===== config.mk =====
export PLATFORM = sky130hd
export DESIGN_NAME = id_ex_stage
export DESIGN_NICKNAME = d
export VERILOG_FILES = /design/src/rtl/id_ex_stage.sv
export SDC_FILE = /design/constraint.sdc
export NUM_CORES = 1
export LEC_CHECK = 0
export CAP_MARGIN = 5
export CORE_AREA = 10 10 162 164
export DETAILED_ROUTE_END_ITERATION = 10
export DIE_AREA = 0 0 172 174
export GPL_TIMING_DRIVEN = 0
export SLEW_MARGIN = 20
export SYNTH_ARGS = -nofsm -noshare
export SYNTH_HDL_FRONTEND = slang
export SYNTH_SLANG_ARGS = --single-unit
export TNS_END_PERCENT = 30

===== constraint.sdc =====
create_clock -name clk -period 4.29 [get_ports clk]
set_input_delay 0.6435 -clock clk [delete_from_list [all_inputs] [get_ports clk]]
set_output_delay 0.6435 -clock clk [all_outputs]
set_load 0.01 [all_outputs]

===== src/rtl/id_ex_stage.sv =====
// ID/EX pipeline register for the 5-stage MIPS core: captures decoded state,
// forwards MEM/WB results into the ALU operands and detects load-use hazards.
module id_ex_stage #(
  parameter int DATA_W  = 32,
  parameter int RADDR_W = 5
) (
  input  logic               clk,
  input  logic               rst,
  input  logic               id_valid_i,
  input  logic [DATA_W-1:0]  id_rs_data_i,
  input  logic [DATA_W-1:0]  id_rt_data_i,
  input  logic [DATA_W-1:0]  id_imm_i,
  input  logic [RADDR_W-1:0] id_rs_i,
  input  logic [RADDR_W-1:0] id_rt_i,
  input  logic [RADDR_W-1:0] id_rd_i,
  input  logic [3:0]         id_alu_control_i,
  input  logic               id_alu_src_i,
  input  logic               id_reg_dst_i,
  input  logic               id_reg_write_i,
  input  logic               id_mem_read_i,
  input  logic               id_mem_write_i,
  input  logic               id_mem_to_reg_i,
  input  logic               flush_i,
  input  logic               mem_reg_write_i,
  input  logic [RADDR_W-1:0] mem_rd_i,
  input  logic [DATA_W-1:0]  mem_result_i,
  input  logic               wb_reg_write_i,
  input  logic [RADDR_W-1:0] wb_rd_i,
  input  logic [DATA_W-1:0]  wb_data_i,
  output logic [DATA_W-1:0]  op1_o,
  output logic [DATA_W-1:0]  op2_o,
  output logic [3:0]         alu_control_o,
  output logic [DATA_W-1:0]  ex_rt_data_o,
  output logic [RADDR_W-1:0] ex_dest_o,
  output logic               ex_valid_o,
  output logic               ex_reg_write_o,
  output logic               ex_mem_read_o,
  output logic               ex_mem_write_o,
  output logic               ex_mem_to_reg_o,
  output logic               stall_o
);

  logic               valid_r;
  logic               reg_write_r;
  logic               mem_read_r;
  logic               mem_write_r;
  logic               mem_to_reg_r;
  logic               alu_src_r;
  logic [3:0]         alu_control_r;
  logic [DATA_W-1:0]  rs_data_r;
  logic [DATA_W-1:0]  rt_data_r;
  logic [DATA_W-1:0]  imm_r;
  logic [RADDR_W-1:0] rs_r;
  logic [RADDR_W-1:0] rt_r;
  logic [RADDR_W-1:0] dest_r;

  logic               stall_s;
  logic               bubble_s;
  logic [DATA_W-1:0]  rs_fwd_s;
  logic [DATA_W-1:0]  rt_fwd_s;

  // MEM has priority over WB; $0 is hard-wired zero and never bypassed.
  function automatic logic [DATA_W-1:0] fwd_sel(
    input logic [RADDR_W-1:0] src,
    input logic [DATA_W-1:0]  reg_val,
    input logic               m_we,
    input logic [RADDR_W-1:0] m_rd,
    input logic [DATA_W-1:0]  m_val,
    input logic               w_we,
    input logic [RADDR_W-1:0] w_rd,
    input logic [DATA_W-1:0]  w_val
  );
    logic [DATA_W-1:0] res;
    if (m_we && (m_rd != {RADDR_W{1'b0}}) && (m_rd == src)) begin
      res = m_val;
    end else if (w_we && (w_rd != {RADDR_W{1'b0}}) && (w_rd == src)) begin
      res = w_val;
    end else begin
      res = reg_val;
    end
    return res;
  endfunction

  // Load-use hazard detection; a flush in decode wins over the stall
  always_comb begin
    stall_s = 1'b0;
    if (!flush_i && id_valid_i && valid_r && mem_read_r &&
        (dest_r != {RADDR_W{1'b0}}) && ((dest_r == id_rs_i) || (dest_r == id_rt_i))) begin
      stall_s = 1'b1;
    end else begin
      stall_s = 1'b0;
    end
  end

  assign bubble_s = flush_i | stall_s | ~id_valid_i;

  // Control register: cleared on reset and on any bubble
  always_ff @(posedge clk) begin
    if (rst || bubble_s) begin
      valid_r       <= 1'b0;
      reg_write_r   <= 1'b0;
      mem_read_r    <= 1'b0;
      mem_write_r   <= 1'b0;
      mem_to_reg_r  <= 1'b0;
      alu_src_r     <= 1'b0;
      alu_control_r <= 4'b0000;
    end else begin
      valid_r       <= 1'b1;
      reg_write_r   <= id_reg_write_i;
      mem_read_r    <= id_mem_read_i;
      mem_write_r   <= id_mem_write_i;
      mem_to_reg_r  <= id_mem_to_reg_i;
      alu_src_r     <= id_alu_src_i;
      alu_control_r <= id_alu_control_i;
    end
  end

  // Data register: contents of a bubble are don't-care, so load every cycle
  always_ff @(posedge clk) begin
    if (rst) begin
      rs_data_r <= {DATA_W{1'b0}};
      rt_data_r <= {DATA_W{1'b0}};
      imm_r     <= {DATA_W{1'b0}};
      rs_r      <= {RADDR_W{1'b0}};
      rt_r      <= {RADDR_W{1'b0}};
      dest_r    <= {RADDR_W{1'b0}};
    end else begin
      rs_data_r <= id_rs_data_i;
      rt_data_r <= id_rt_data_i;
      imm_r     <= id_imm_i;
      rs_r      <= id_rs_i;
      rt_r      <= id_rt_i;
      dest_r    <= id_reg_dst_i ? id_rd_i : id_rt_i;
    end
  end

  // Operand forwarding muxes for rs and rt
  always_comb begin
    rs_fwd_s = fwd_sel(rs_r, rs_data_r, mem_reg_write_i, mem_rd_i, mem_result_i,
                       wb_reg_write_i, wb_rd_i, wb_data_i);
    rt_fwd_s = fwd_sel(rt_r, rt_data_r, mem_reg_write_i, mem_rd_i, mem_result_i,
                       wb_reg_write_i, wb_rd_i, wb_data_i);
  end

  // ALU operand 2 selects the immediate regardless of any rt forward
  always_comb begin
    op2_o = rt_fwd_s;
    if (alu_src_r) begin
      op2_o = imm_r;
    end else begin
      op2_o = rt_fwd_s;
    end
  end

  assign op1_o           = rs_fwd_s;
  assign ex_rt_data_o    = rt_fwd_s;
  assign alu_control_o   = alu_control_r;
  assign ex_dest_o       = dest_r;
  assign ex_valid_o      = valid_r;
  assign ex_reg_write_o  = reg_write_r;
  assign ex_mem_read_o   = mem_read_r;
  assign ex_mem_write_o  = mem_write_r;
  assign ex_mem_to_reg_o = mem_to_reg_r;
  assign stall_o         = stall_s;

endmodule


==> summary.md <==
| Metric | Value |
|---|---|
| Vias in the first global route | `6098` |
| Drt first pass iters | `5` |
| DRT iter0 DRCs | `207` |
| Pwr/cell area | `around 340 nW/um^2` |
| Clock insertion delay at the later pin of the skew report | `between 0.4 and 0.5 ns` |
| CTS max path bufs | `2` |
| Switch share | `27.1%` |
| Synthesized area | `roughly 5700 sq um` |
| Largest net degree at the start of global routing | `17` |
| CORE AREA | `roughly 23000 sq um` |
| DP HPWL | `between 20 and 25 mm` |
| Slew Limit Fails | `0` |
| Layout cells sized above 1 | `8.82%` |
| Clock Pin Slew Worst Setup and Hold Paths | `approximately 0.07 ns` |
| Num rows | `56` |
| Max-slew headroom | `between 50% and 60%` |
| CP max FO | `10` |
| Initial core utilization | `24.6%` |
| Die area | `29900 sq um` |
| Clock share of power | `between 40% and 50%` |
| Worst-path cell chain | `clkdlybuf4s50_1 > or4_1 > o211ai_2 > clkbuf_4 > nor3_1 > a31oi_1 > mux2_2 > clkdlybuf4s50_1` |
| RSZ-0062 raised after global routing | `true` |
| Critical path required time | `about 3.7 ns` |
| Via Count | `5709` |
| Skew final | `approximately 0.0072 ns` |
| HP Class | `in -> reg` |
| ANT nets after route | `0` |
| Total GRT Usage | `between 15 and 20%` |
| Final WL | `26.9 mm` |
| Final Critical Period | `~4.1 ns` |
| Worst EP arrival | `3.50 ns` |
| CP Capture Type | `output port` |
| DR DRC count | `0` |
| CTS tree | `built` |
| Most used cell, CP | `clkdlybuf4s50_1` |
| LEAKAGE | `between 3 and 4 nW` |
| Largest stage delay on the critical path | `0.58 ns` |
| P&R area growth vs syn | `71.5%` |
| P_int | `about 2.4 mW` |
| Fin Hold WS | `~0.68 ns` |
| First-pass GRT wire length | `about 40 mm` |
| Die height | `~170 um` |
| Combinational share of power | `20.9%` |
| CTS buffer count | `17` |
| Peak supply drop | `~0.19 mV` |
| Psw | `between 800 and 900 uW` |
| Max-Cap Viols | `0` |
| CP Buf/Inv Count | `3` |
| Sequential power share | `a little under two fifths` |
| Post-synthesis sequential element count | `roughly 120` |
| Fmax | `about 240 MHz` |
| Post-Synthesis Net Count | `843` |
| Via/cell ratio | `between 4 and 5` |
| Final hold vios | `0` |
| Final Cell Area | `about 9700 sq um` |
| DP Area | `between 9000 and 10000 sq um` |
| Top cell family by delay on the critical path | `buffers and inverters` |
| PortBufs | `310` |
| Gpl congestion | `0.813` |
| CP startpoint kind | `input port` |
| Routed length per placed instance | `approximately 21 um` |
| Sequential element share of the synthesized area | `between 40% and 50%` |
| Nets@finish | `about 1200` |
| Initial antenna violation count | `3` |
| Yosys warns | `0` |
| Slowest CP cell | `or4_1` |
| Overflow after GRT | `0` |
| Layout fillers | `approximately 2400` |
| Worst slew pin tran | `0.749 ns` |
| Period Utilization, post-route | `between 90 and 100%` |
| # setup viols final | `0` |
| Post-Synthesis Cells | `642` |
| Crit path kind | `in -> out` |
| Syn avg cell area | `between 8 and 9 sq um` |
| Io pins | `approximately 310` |
| Status | `finished, final reports clean` |
| Count of cell types in the netlist | `33` |
| CTS root buffer | `clkbuf_16` |
| Clock Sink Count | `between 100 and 150` |
| H-Tree Depth | `4` |
| Die W | `172 um` |
==> cell usage after synthesis <==
cell	n	area [sq um]
buf_2	11	55.1
inv_1	32	120
o21ai_0	24	120
a2111oi_4	1	27.5
o21a_1	2	15.0
buf_1	5	18.8
nand2_1	6	22.5
xor2_1	3	26.3
a211o_1	1	8.76
o22ai_1	1	6.26
nor2_1	45	169
mux2i_1	37	370
a211oi_2	1	12.5
a21oi_1	32	160
and2_1	10	62.6
buf_6	3	33.8
o211ai_2	1	12.5
nand4_1	3	18.8
nor3_1	31	155
nand3_1	3	15.0
nor4_1	1	6.26
o21ai_1	7	35.0
clkbuf_1	30	113
or2_1	1	6.26
o31ai_1	2	15.0
dfxtp_1	121	2420
xnor2_1	27	236
or4_1	3	22.5
a211oi_1	2	15.0
nor2b_1	106	663
a31oi_1	30	188
or3_1	30	188
mux2_2	30	338
==> registers in the layout (all words and copies together) (netlist names) <==
signal,count
imm_r,32
rs_r,5
ex_reg_write_o,1
ex_valid_o,1
alu_control_o,4
rt_r,5
ex_mem_read_o,1
ex_dest_o,5
ex_mem_write_o,1
alu_src_r,1
rt_data_r,32
rs_data_r,32
ex_mem_to_reg_o,1
==> routing by layer <==
| metal | vias up | global-route usage (%) | wire length (um) |
|---|---|---|---|
| met5 | - | 0 | 16 |
| met4 | 4 | 4.10 | 286 |
| met3 | 21 | 7.91 | 2750 |
| met2 | 236 | 29.5 | 13000 |
| met1 | 2624 | 19.7 | 10900 |
| li1 | 2824 | - | - |
==> per-stage QoR <==
stage / cells / total power [mW] / setup slack (ns) / utilization [%] / setup TNS, ns
finish: 1277 / 3.27 / 0.142 / 42.1 / 0
global route: 1276 / 3.41 / -0.0232 / 42.1 / -0.0269
CTS: 1276 / 3.31 / 0.0506 / 42.0 / 0
detailed placement: 1242 / 1.91 / -0.373 / 39.5 / -8.35
global placement: 1242 / 1.91 / -0.352 / 39.5 / -7.47
floorplan: 642 / 1.47 / 1.42 / - / 0
==> cell usage in the layout (no fill, tap or decap), types with 4 or more instances in the layout <==
| cell | netlist | layout |
|---|---|---|
| clkbuf_2 | 0 | 4 |
| clkbuf_1 | 30 | 30 |
| buf_2 | 11 | 9 |
| or3_1 | 30 | 30 |
| nor3_1 | 31 | 31 |
| clkdlybuf4s50_1 | 0 | 310 |
| inv_1 | 32 | 32 |
| dfxtp_1 | 121 | 121 |
| o21ai_1 | 7 | 7 |
| mux2_2 | 30 | 30 |
| and2_1 | 10 | 10 |
| a21oi_1 | 32 | 32 |
| nor2b_1 | 106 | 106 |
| clkbuf_16 | 0 | 17 |
| clkinvlp_4 | 0 | 5 |
| xnor2_1 | 27 | 27 |
| o21ai_0 | 24 | 24 |
| nand2_1 | 6 | 6 |
| mux2i_1 | 37 | 37 |
| a31oi_1 | 30 | 30 |
| nor2_1 | 45 | 45 |
==> power by group through the flow <==
stage / combinational (mW) / clock (mW) / sequential (mW)
finish: 0.682 / 1.38 / 1.20
global route: 0.733 / 1.47 / 1.21
CTS: 0.692 / 1.42 / 1.20
detailed placement: 0.686 / 0 / 1.23
global placement: 0.682 / 0 / 1.23
floorplan: 0.246 / 0 / 1.22
==> timing repair <==
item / CTS / global route
gates resized for setup: 2 / 7
hold buffers: 0 / 0
endpoints found under the setup margin: 59 / 25
setup buffers: 2 / 0
pin swaps: 1 / 0
==> final cells by class <==
class / count / area (sq um) / area share (%)
Buffer: 49 / 230 / 2.36
Multi-Input combinational cell: 440 / 2930 / 30.1
Clock buffer: 18 / 429 / 4.41
Timing Repair Buffer: 312 / 3120 / 32.0
Tap cell: 290 / 363 / 3.73
Inverter: 32 / 120 / 1.23
Clock inverter: 14 / 126 / 1.30
Sequential cell: 121 / 2420 / 24.9
Antenna cell: 1 / 2.50 / 0.0257
==> worst reg2reg max path, cell delays in order, from the launching register on <==
cell	delay, ns
dfxtp_1	0.36
or4_1	0.53
nor2_1	0.12
nor4_1	0.10
a2111oi_4	0.63
and2_1	0.26
==> worst paths after layout <==
check                             startpoint                to  slack [ns]  cells past startpoint
worst max-delay path             mem_rd_i[1]         op2_o[27]        0.14                      8
worst max register to register  ex_dest_o[1]  alu_control_o[1]        2.23                      5
worst min-delay path            id_reg_dst_i      ex_dest_o[3]        0.68                      3
worst min register to register  ex_dest_o[3]        ex_valid_o        1.12                      4
==> cell families after synthesis <==
| logic type | share of synthesized area, % |
|---|---|
| AOI/OAI and AO/OA | 10.8 |
| xor gates and xnor gates | 4.63 |
| buffers and inverters | 5.99 |
| DFF | 42.7 |
| muxes | 12.5 |
| and+or+nand+nor | 23.4 |
Power figures use the tool's default switching activity.
